File: src/rtl/hbridge_dir_driver.sv
// hbridge_dir_driver: Wishbone-controlled H-bridge steering of pwm_in onto in1/in2
// with dead time on reversal and a latched driver fault.
// Ports:
//   wb_clk, wb_rst_n     clock, async active-low reset
//   pwm_in               PWM from dc_motor_controller (wb_clk domain)
//   fault_n              async driver nFAULT, synchronized internally
//   wb_*                 Wishbone slave (one wait state, registered read data)
//   in1, in2             registered bridge inputs
//   state_o              current FSM state
module hbridge_dir_driver #(
   parameter int unsigned DEAD_DEFAULT = 50
) (
   input  logic        wb_clk,
   input  logic        wb_rst_n,
   input  logic        pwm_in,
   input  logic        fault_n,
   input  logic        wb_cyc,
   input  logic        wb_stb,
   input  logic        wb_we,
   input  logic [3:0]  wb_sel,
   input  logic [31:0] wb_adr,
   input  logic [31:0] wb_dat_i,
   output logic        wb_ack,
   output logic [31:0] wb_dat_o,
   output logic        in1,
   output logic        in2,
   output logic [2:0]  state_o
);
   typedef enum logic [2:0] {
      S_OFF   = 3'd0,
      S_FWD   = 3'd1,
      S_REV   = 3'd2,
      S_DEAD  = 3'd3,
      S_BRAKE = 3'd4,
      S_FAULT = 3'd5
   } state_t;

   state_t      r_state, w_nxt;
   logic        r_fault_s1, r_fault_s2, r_fault_latched, r_dir, r_ack, r_in1, r_in2;
   logic [2:0]  r_ctrl;
   logic [7:0]  r_dead, r_cnt;
   logic [31:0] r_dat_o, w_rd;
   logic [3:0]  w_idx;
   logic        w_req, w_wr, w_en, w_dirc, w_brake, w_load, w_unused;

   assign w_idx    = wb_adr[5:2];
   assign w_req    = wb_cyc & wb_stb & ~r_ack;
   assign w_wr     = w_req & wb_we;
   assign w_en     = r_ctrl[0];
   assign w_dirc   = r_ctrl[1];
   assign w_brake  = r_ctrl[2];
   assign w_unused = ^{wb_sel, wb_adr[31:6], wb_adr[1:0], wb_dat_i[31:8]};

   assign wb_ack   = r_ack;
   assign wb_dat_o = r_dat_o;
   assign in1      = r_in1;
   assign in2      = r_in2;
   assign state_o  = r_state;

   always_comb begin
      w_rd = (w_idx == 4'd0) ? {29'd0, r_ctrl} :
             (w_idx == 4'd1) ? {24'd0, r_dead} :
             (w_idx == 4'd2) ? {16'd0, r_cnt, 3'd0, r_dir, r_fault_latched, r_state} : 32'd0;
   end

   always_comb begin
      w_nxt  = r_state;
      w_load = 1'b0;
      if (!r_fault_s2)
         w_nxt = S_FAULT;
      else if (r_state == S_FAULT)
         w_nxt = r_fault_latched ? S_FAULT : S_OFF;
      else if (r_state == S_BRAKE)
         w_nxt = w_brake ? S_BRAKE : S_OFF;
      else if (w_brake)
         w_nxt = S_BRAKE;
      else if (!w_en)
         w_nxt = S_OFF;
      else begin
         case (r_state)
            S_OFF: w_nxt = w_dirc ? S_REV : S_FWD;
            S_FWD: if (w_dirc) begin
               w_nxt  = (r_dead == 8'd0) ? S_REV : S_DEAD;
               w_load = (r_dead != 8'd0);
            end
            S_REV: if (!w_dirc) begin
               w_nxt  = (r_dead == 8'd0) ? S_FWD : S_DEAD;
               w_load = (r_dead != 8'd0);
            end
            // exit direction follows the dir bit at the end of the dead time
            S_DEAD: if (r_cnt <= 8'd1) w_nxt = w_dirc ? S_REV : S_FWD;
            default: w_nxt = S_OFF;
         endcase
      end
   end

   always_ff @(posedge wb_clk or negedge wb_rst_n) begin
      if (!wb_rst_n)
         r_state <= S_OFF;
      else
         r_state <= w_nxt;
   end

   always_ff @(posedge wb_clk or negedge wb_rst_n) begin
      if (!wb_rst_n) begin
         r_fault_s1      <= 1'b1;
         r_fault_s2      <= 1'b1;
         r_fault_latched <= 1'b0;
         r_ack           <= 1'b0;
         r_dat_o         <= 32'd0;
         r_ctrl          <= 3'd0;
         r_dead          <= 8'(DEAD_DEFAULT);
         r_cnt           <= 8'd0;
         r_dir           <= 1'b0;
         r_in1           <= 1'b0;
         r_in2           <= 1'b0;
      end else begin
         r_fault_s1 <= fault_n;
         r_fault_s2 <= r_fault_s1;
         r_ack      <= w_req;
         if (w_req) r_dat_o <= w_rd;
         if (w_wr && w_idx == 4'd0) r_ctrl <= wb_dat_i[2:0];
         if (w_wr && w_idx == 4'd1) r_dead <= wb_dat_i[7:0];
         // clear only takes effect once the synchronized fault pin is back high
         if (!r_fault_s2)
            r_fault_latched <= 1'b1;
         else if (w_wr && w_idx == 4'd2 && wb_dat_i[3])
            r_fault_latched <= 1'b0;
         if (w_load)
            r_cnt <= r_dead;
         else if (r_state == S_DEAD)
            r_cnt <= r_cnt - 8'd1;
         if (w_nxt == S_FWD)
            r_dir <= 1'b0;
         else if (w_nxt == S_REV)
            r_dir <= 1'b1;
         r_in1 <= (r_state == S_BRAKE) | ((r_state == S_FWD) & pwm_in);
         r_in2 <= (r_state == S_BRAKE) | ((r_state == S_REV) & pwm_in);
      end
   end
endmodule

File: config.mk
export PLATFORM = sky130hd
export DESIGN_NAME = hbridge_dir_driver
export DESIGN_NICKNAME = d
export VERILOG_FILES = /design/src/rtl/hbridge_dir_driver.sv
export SDC_FILE = /design/constraint.sdc
export NUM_CORES = 1
export LEC_CHECK = 0
export BUFFER_PORTS_ARGS = -buffer_cell sky130_fd_sc_hd__buf_2
export CELL_PAD_IN_SITES_DETAIL_PLACEMENT = 0
export CELL_PAD_IN_SITES_GLOBAL_PLACEMENT = 1
export CORE_MARGIN = 3
export CORE_UTILIZATION = 34
export CTS_CLUSTER_SIZE = 16
export DETAILED_ROUTE_END_ITERATION = 8
export GPL_TIMING_DRIVEN = 1
export PLACE_DENSITY = 0.85
export SKIP_LAST_GASP = 1
export SYNTH_ARGS = -nofsm -noshare
export SYNTH_HDL_FRONTEND = slang
export SYNTH_SLANG_ARGS = --single-unit
File: constraint.sdc
create_clock -name wb_clk -period 1.9 [get_ports wb_clk]
set_input_delay 0.285 -clock wb_clk [delete_from_list [all_inputs] [get_ports wb_clk]]
set_output_delay 0.285 -clock wb_clk [all_outputs]
set_load 0.01 [all_outputs]
Word level (Yosys, flattened, before mapping)
Index checks and enable logic that the tools add are counted.
Word-level totals
  register bits after elaboration: 61
  latch bits: 0
  memory bits (writable): 0
  memory bits (read-only): 0
  output and inout port bits: 38
  logic and storage cells: 73
  memories kept: 0
Cells by class
  add/subtract/negate cells: 1
  multipliers: 0
  div/mod/pow operators: 0
  magnitude comparators: 1
  equal/unequal tests: 10
  shift-type cells: 0
  multiplexer cells: 31
  bitwise operators: 8
  reductions and logical operators: 10
Operators by type and width (count)
  2-to-1 mux 16 bit: 3
  2-to-1 mux 3 bit: 10
  2-to-1 mux 8 bit: 2
  2-to-1 mux 1 bit: 12
  case mux 3 bit (4 select lines): 1
  == test 3 x 2 -> 1 bit, second input constant: 3
  less-or-equal comparator 8 x 1 -> 1 bit, second input constant: 1
  zero test 8 bit: 1
  nonzero test 8 bit: 1
  subtractor 8 x 1 -> 8 bit, second input constant: 1
  == test 3 x 1 -> 1 bit, second input constant: 2
  == test 3 bit, second input constant: 2
  AND 1 bit: 5
  == test 4 x 1 -> 1 bit, second input constant: 1
  == test 4 x 2 -> 1 bit, second input constant: 1
  logical AND 1 bit: 4
  zero test 4 bit: 1
  2-to-1 mux 2 bit: 2
  nonzero test 2 bit: 2
  zero test 3 bit: 1
  inequality test 2 x 1 -> 1 bit, second input constant: 1
  bitwise OR 1 bit: 2
  case mux 1 bit (2 select lines): 1
  inverter 1 bit: 1

Longest topological paths before layout
  word-level depth: 12
  depth in mapped cells: 7
  mapped depth without buffers: 7

Worst setup path before layout
Ideal clock, no wire load.
  path type: flip-flop to flip-flop
  from: reg r_cnt[0]
  to: reg r_dir
  library setup time: 0.130 ns
  arrival time: 1.535 ns
  path slack: 0.235 ns
  stages on the path, launching flop included: 8
  clock period less this slack: 1.665 ns
  cell sequence: dfrtp_1 > inv_1 > ha_1 > or2_2 > a31oi_1 > o31ai_2 > a41oi_1 > o31ai_2
Between the ends
  cells in the longest elaborated chain, start to end: 10
  elaborated cells between the ends (all ways): 12
  classes of those cells: order compare: 1; eq/ne: 2; mux: 8; reduce/logical: 1
Ends and longest elaborated chain
  start: declaration: RTL line 41  | logic [7:0] r_dead, r_cnt;
  start signal: assignment: RTL line 130  | r_cnt <= r_dead;
  start signal: assignment: RTL line 132  | r_cnt <= r_cnt - 8'd1;
  less-or-equal comparator 8 x 1 -> 1 bit *: RTL line 91  | S_DEAD: if (r_cnt <= 8'd1) w_nxt = w_dirc ? S_REV : S_FWD;
  2-to-1 mux 3 bit *: RTL line 91
  case mux 3 bit (4 select lines) *: RTL line 80  | case (r_state)
  2-to-1 mux 3 bit *: RTL line 77  | else if (!w_en)
  2-to-1 mux 3 bit *: RTL line 75  | else if (w_brake)
  2-to-1 mux 3 bit *: RTL line 73  | else if (r_state == S_BRAKE)
  2-to-1 mux 3 bit *: RTL line 71  | else if (r_state == S_FAULT)
  2-to-1 mux 3 bit *: RTL line 69  | if (!r_fault_s2)
  == test 3 x 1 -> 1 bit / == test 3 x 2 -> 1 bit (equally long branches): RTL line 133, 135
  2-to-1 mux 1 bit / nonzero test 2 bit (equally long branches)
  end signal: assignment: RTL line 114  | r_dir <= 1'b0;
  end signal: assignment: RTL line 134  | r_dir <= 1'b0;
  end signal: assignment: RTL line 136  | r_dir <= 1'b1;
  end: declaration: RTL line 39  | logic r_fault_s1, r_fault_s2, r_fault_latched, r_dir, r_ack, r_in1, r_in2;
Mark *: on every way between the ends. The rest lies on a longest branch, timed or not.
A chain may end at the register's enable or synchronous reset.

Final worst setup path
Ends and elaborated chain as after synthesis.

==> results.md <==
- Status: finished, final reports clean
- Initial DRC count: slightly below 80
- Power Total: ~2000 µW
- First-pass GRT wire length: ~7.6 mm
- CTS tree: built
- Filler Cells Inserted: ~560
- Share of layout cells above drive strength 1: 0.3719
- Max_cap viols: 0
- Crit path kind: reg2reg
- Core footprint: between 6000 and 7000 µm²
- Antenna diodes: 0
- Nets@finish: ~320
- Dpl cell area: approximately 2500 µm²
- Yosys warnings: 0
- Commonest non-fill, non-tap cell in the layout: buf_2
- Static Leakage: about 0.0013 µW
- CP max stage cell: dfrtp_2
- CTS sink cnt: 45
- Multi-input gate area: approximately 960 µm²
- Worst R2R Start: r_cnt[0]
- I/O pins: around 110
- Synthesized cell area: between 2000 and 2500 µm²
- GRT overflow: 0
- Register area: roughly 1100 µm²
- Max incr delay on CP: approximately 0.42 ns
- RSZ-0062 raised after global routing: true
- CTS buffer count: 5
- Cells along the critical path: inv_1 -> ha_1 -> or2_2 -> a31oi_2 -> o31ai_2 -> a41oi_1 -> o31ai_2
- Die Ht: about 87 µm
- Required time of the critical path: 2.08 ns
- DIE AREA: about 7500 µm²
- Maximum clock path buffer count: 2
- Syn_area_per_cell: 11.62 µm²
- Hold Fails Final Rpt: 0
- Total track usage: 0.1319
- Max-slew headroom: 0.5767
- Top achievable clock speed: 535.5 MHz
- Commonest cells after routing, fill and taps aside: buf_2, dfrtp_1, conb_1, a22o_1, nand2_1
- Cell taking the most area after synthesis: dfrtp_1
- Peak supply drop: 0.4635 mV
- Post-synthesis sequential area ratio: 0.5101
- Worst R2R Setup Slack: roughly 0.032 ns
- Largest net degree at the start of global routing: 25
- Setup Buffers After CTS: 0
- Crit path arrival time: 2.05 ns
- Fin area: approximately 2600 µm²
- Buffers on Ports: 40
- Slew Viols, Final: 0
- Final wirelength: around 4.7 mm
- Clk Latency, worst-skew pair: about 0.29 ns
- Vias in the first global route: ~1500
- Avg Vias per Cell: slightly below 5
- Power Dens Cells: between 700 and 800 nW/µm²
- Post-route antenna net violation count: 0
- Hold worst-path end: r_fault_s1
- Synth top area cells: dfrtp_1, buf_4, a22o_1, dfstp_2, mux2_2
- Hold depth: 1
- Minimum clock period: about 1.9 ns
- Initial core utilization: 0.3620
- Drt drc: 0
- Syn-to-layout area delta: 18.49%
- Hold Path Class: in2reg
- Post-synth top area share: 0.4510
- Crit-path max FO: 6
- Antenna violations before repair: 0
- Tcrit/Tclk final: 0.9829
- Critical path launch point type: register
- Final number of setup-violating endpoints: 0
- WL/cell: 14.82 µm
- Worst reg2reg path depth: 7
- Placer Congestion: ~0.76
- Fin Clk Skew: roughly 0.0058 ns
- Mapped Cells: roughly 190
- CTS root buf: clkbuf_8
- Hold Crit Start: fault_n
- Yosys reg bits: 45
- Critical path's most frequent cell: o31ai_2
- Nature of the critical path endpoint: register
- Reg2reg end: r_dir
- DP HPWL: 3.529 mm
- Total iterations of the first detailed-routing run: 4
- Least-Margin Pin Slew: 0.6336 ns
- FP Rows: 28
- Via count of the routed design: ~1600
- Clock Pin Slew Worst Setup and Hold Paths: roughly 0.08 ns
- Die W: slightly below 90 µm
- H-tree depth: 2
- Unique masters post-synth: 43
-- layer usage --
layer,track usage,wire length (µm)
met3,0.02947,278
met2,0.1953,2124
met5,0,0
met1,0.1908,2254
met4,0.04249,39
-- flip-flops by register name (all words and copies together), names as in the netlist --
name,cells
r_cnt,8
r_dir,1
r_ctrl,3
r_dead,8
r_fault_s1,1
wb_ack,1
in1,1
r_fault_s2,1
r_fault_latched,1
in2,1
state_o,3
wb_dat_o,16
-- area by class of cell --
cell class | count | share of cell area
inverter | 6 | 0.008563
timing repair buffer | 52 | 0.1161
clock inverter | 1 | 0.01142
tap | 75 | 0.03568
clock buffer | 7 | 0.03283
sequential | 45 | 0.4315
multi-input combinational | 131 | 0.3639
-- worst max-delay path by stage --
stage,startpoint,to,slack (ns)
5_1_grt,r_cnt[0],r_dir,-0.06
3_5_place_dp,r_cnt[0],r_dir,-0.02
4_1_cts,r_cnt[0],r_dir,0.01
6_report,r_cnt[0],r_dir,0.03
3_3_place_gp,r_cnt[0],r_dir,0.02
2_1_floorplan,r_cnt[0],r_dir,0.23
-- cell usage after synthesis (all sizes together) --
library cell,n
nor2,6
nor4,3
conb,1
o211ai,3
nand2b,2
o21ai,6
dfrtp,40
xor2,1
nor3,4
nand4b,1
mux2i,5
clkbuf,2
o31ai,2
a31oi,2
and2b,1
nand3b,6
nand4,1
a21oi,4
or2,1
ha,2
a41oi,1
buf,22
a221o,4
dfstp,5
nand2,13
nor3b,5
a22o,15
a32o,3
nand3,6
mux2,11
or2b,2
nor2b,3
and2,2
inv,6
-- worst max-delay path, delay by kind of cell, from the launching register on --
family / cells / cell delay, ns
compound gates: 4 / 0.74
flops: 1 / 0.42
buf+inv: 1 / 0.06
simple gates: 1 / 0.32
fa+ha+maj: 1 / 0.22
-- power by group --
group	leakage, µW	total [µW]	switching, µW	internal [µW]
combinational	0.000645	241	131	109
clock	0.0000585	740	311	429
sequential	0.000587	1070	54.4	1010
-- timing repair --
action / in CTS / in global routing
pin swaps: 0 / 1
endpoints found under the setup margin: 1 / 16
hold buffers: 1 / 0
resized for setup: 1 / 3
hold endpoints to repair: 18 / 0
-- per-stage QoR --
stage	instances	utilization	hold WS [ns]	worst slack [ns]	setup TNS, ns
finish	317	0.4290	0.07967	0.03246	0
CTS	317	0.4278	0.06846	0.01010	0
global route	317	0.4290	0.06906	-0.06156	-0.06156
detailed placement	308	0.4061	0.2991	-0.02238	-0.02238
floorplan	206	-	-0.01059	0.2346	0
global placement	308	0.4061	0.2942	0.01843	0
-- cell families (layout without fill, tap and decap cells) --
group	Yosys count	after routing	synth area share
AO/OA/AOI/OAI	40	40	0.1454
XOR/XNOR	1	1	0.003947
adder cells (fa/ha/maj)	2	2	0.01127
buffers and inverters	30	66	0.08906
flip-flops	45	45	0.5101
multiplexers	16	16	0.07836
other	1	16	0.001689
AND/OR/NAND/NOR	56	56	0.1601
Note: power is estimated with default switching activity, not from simulation.
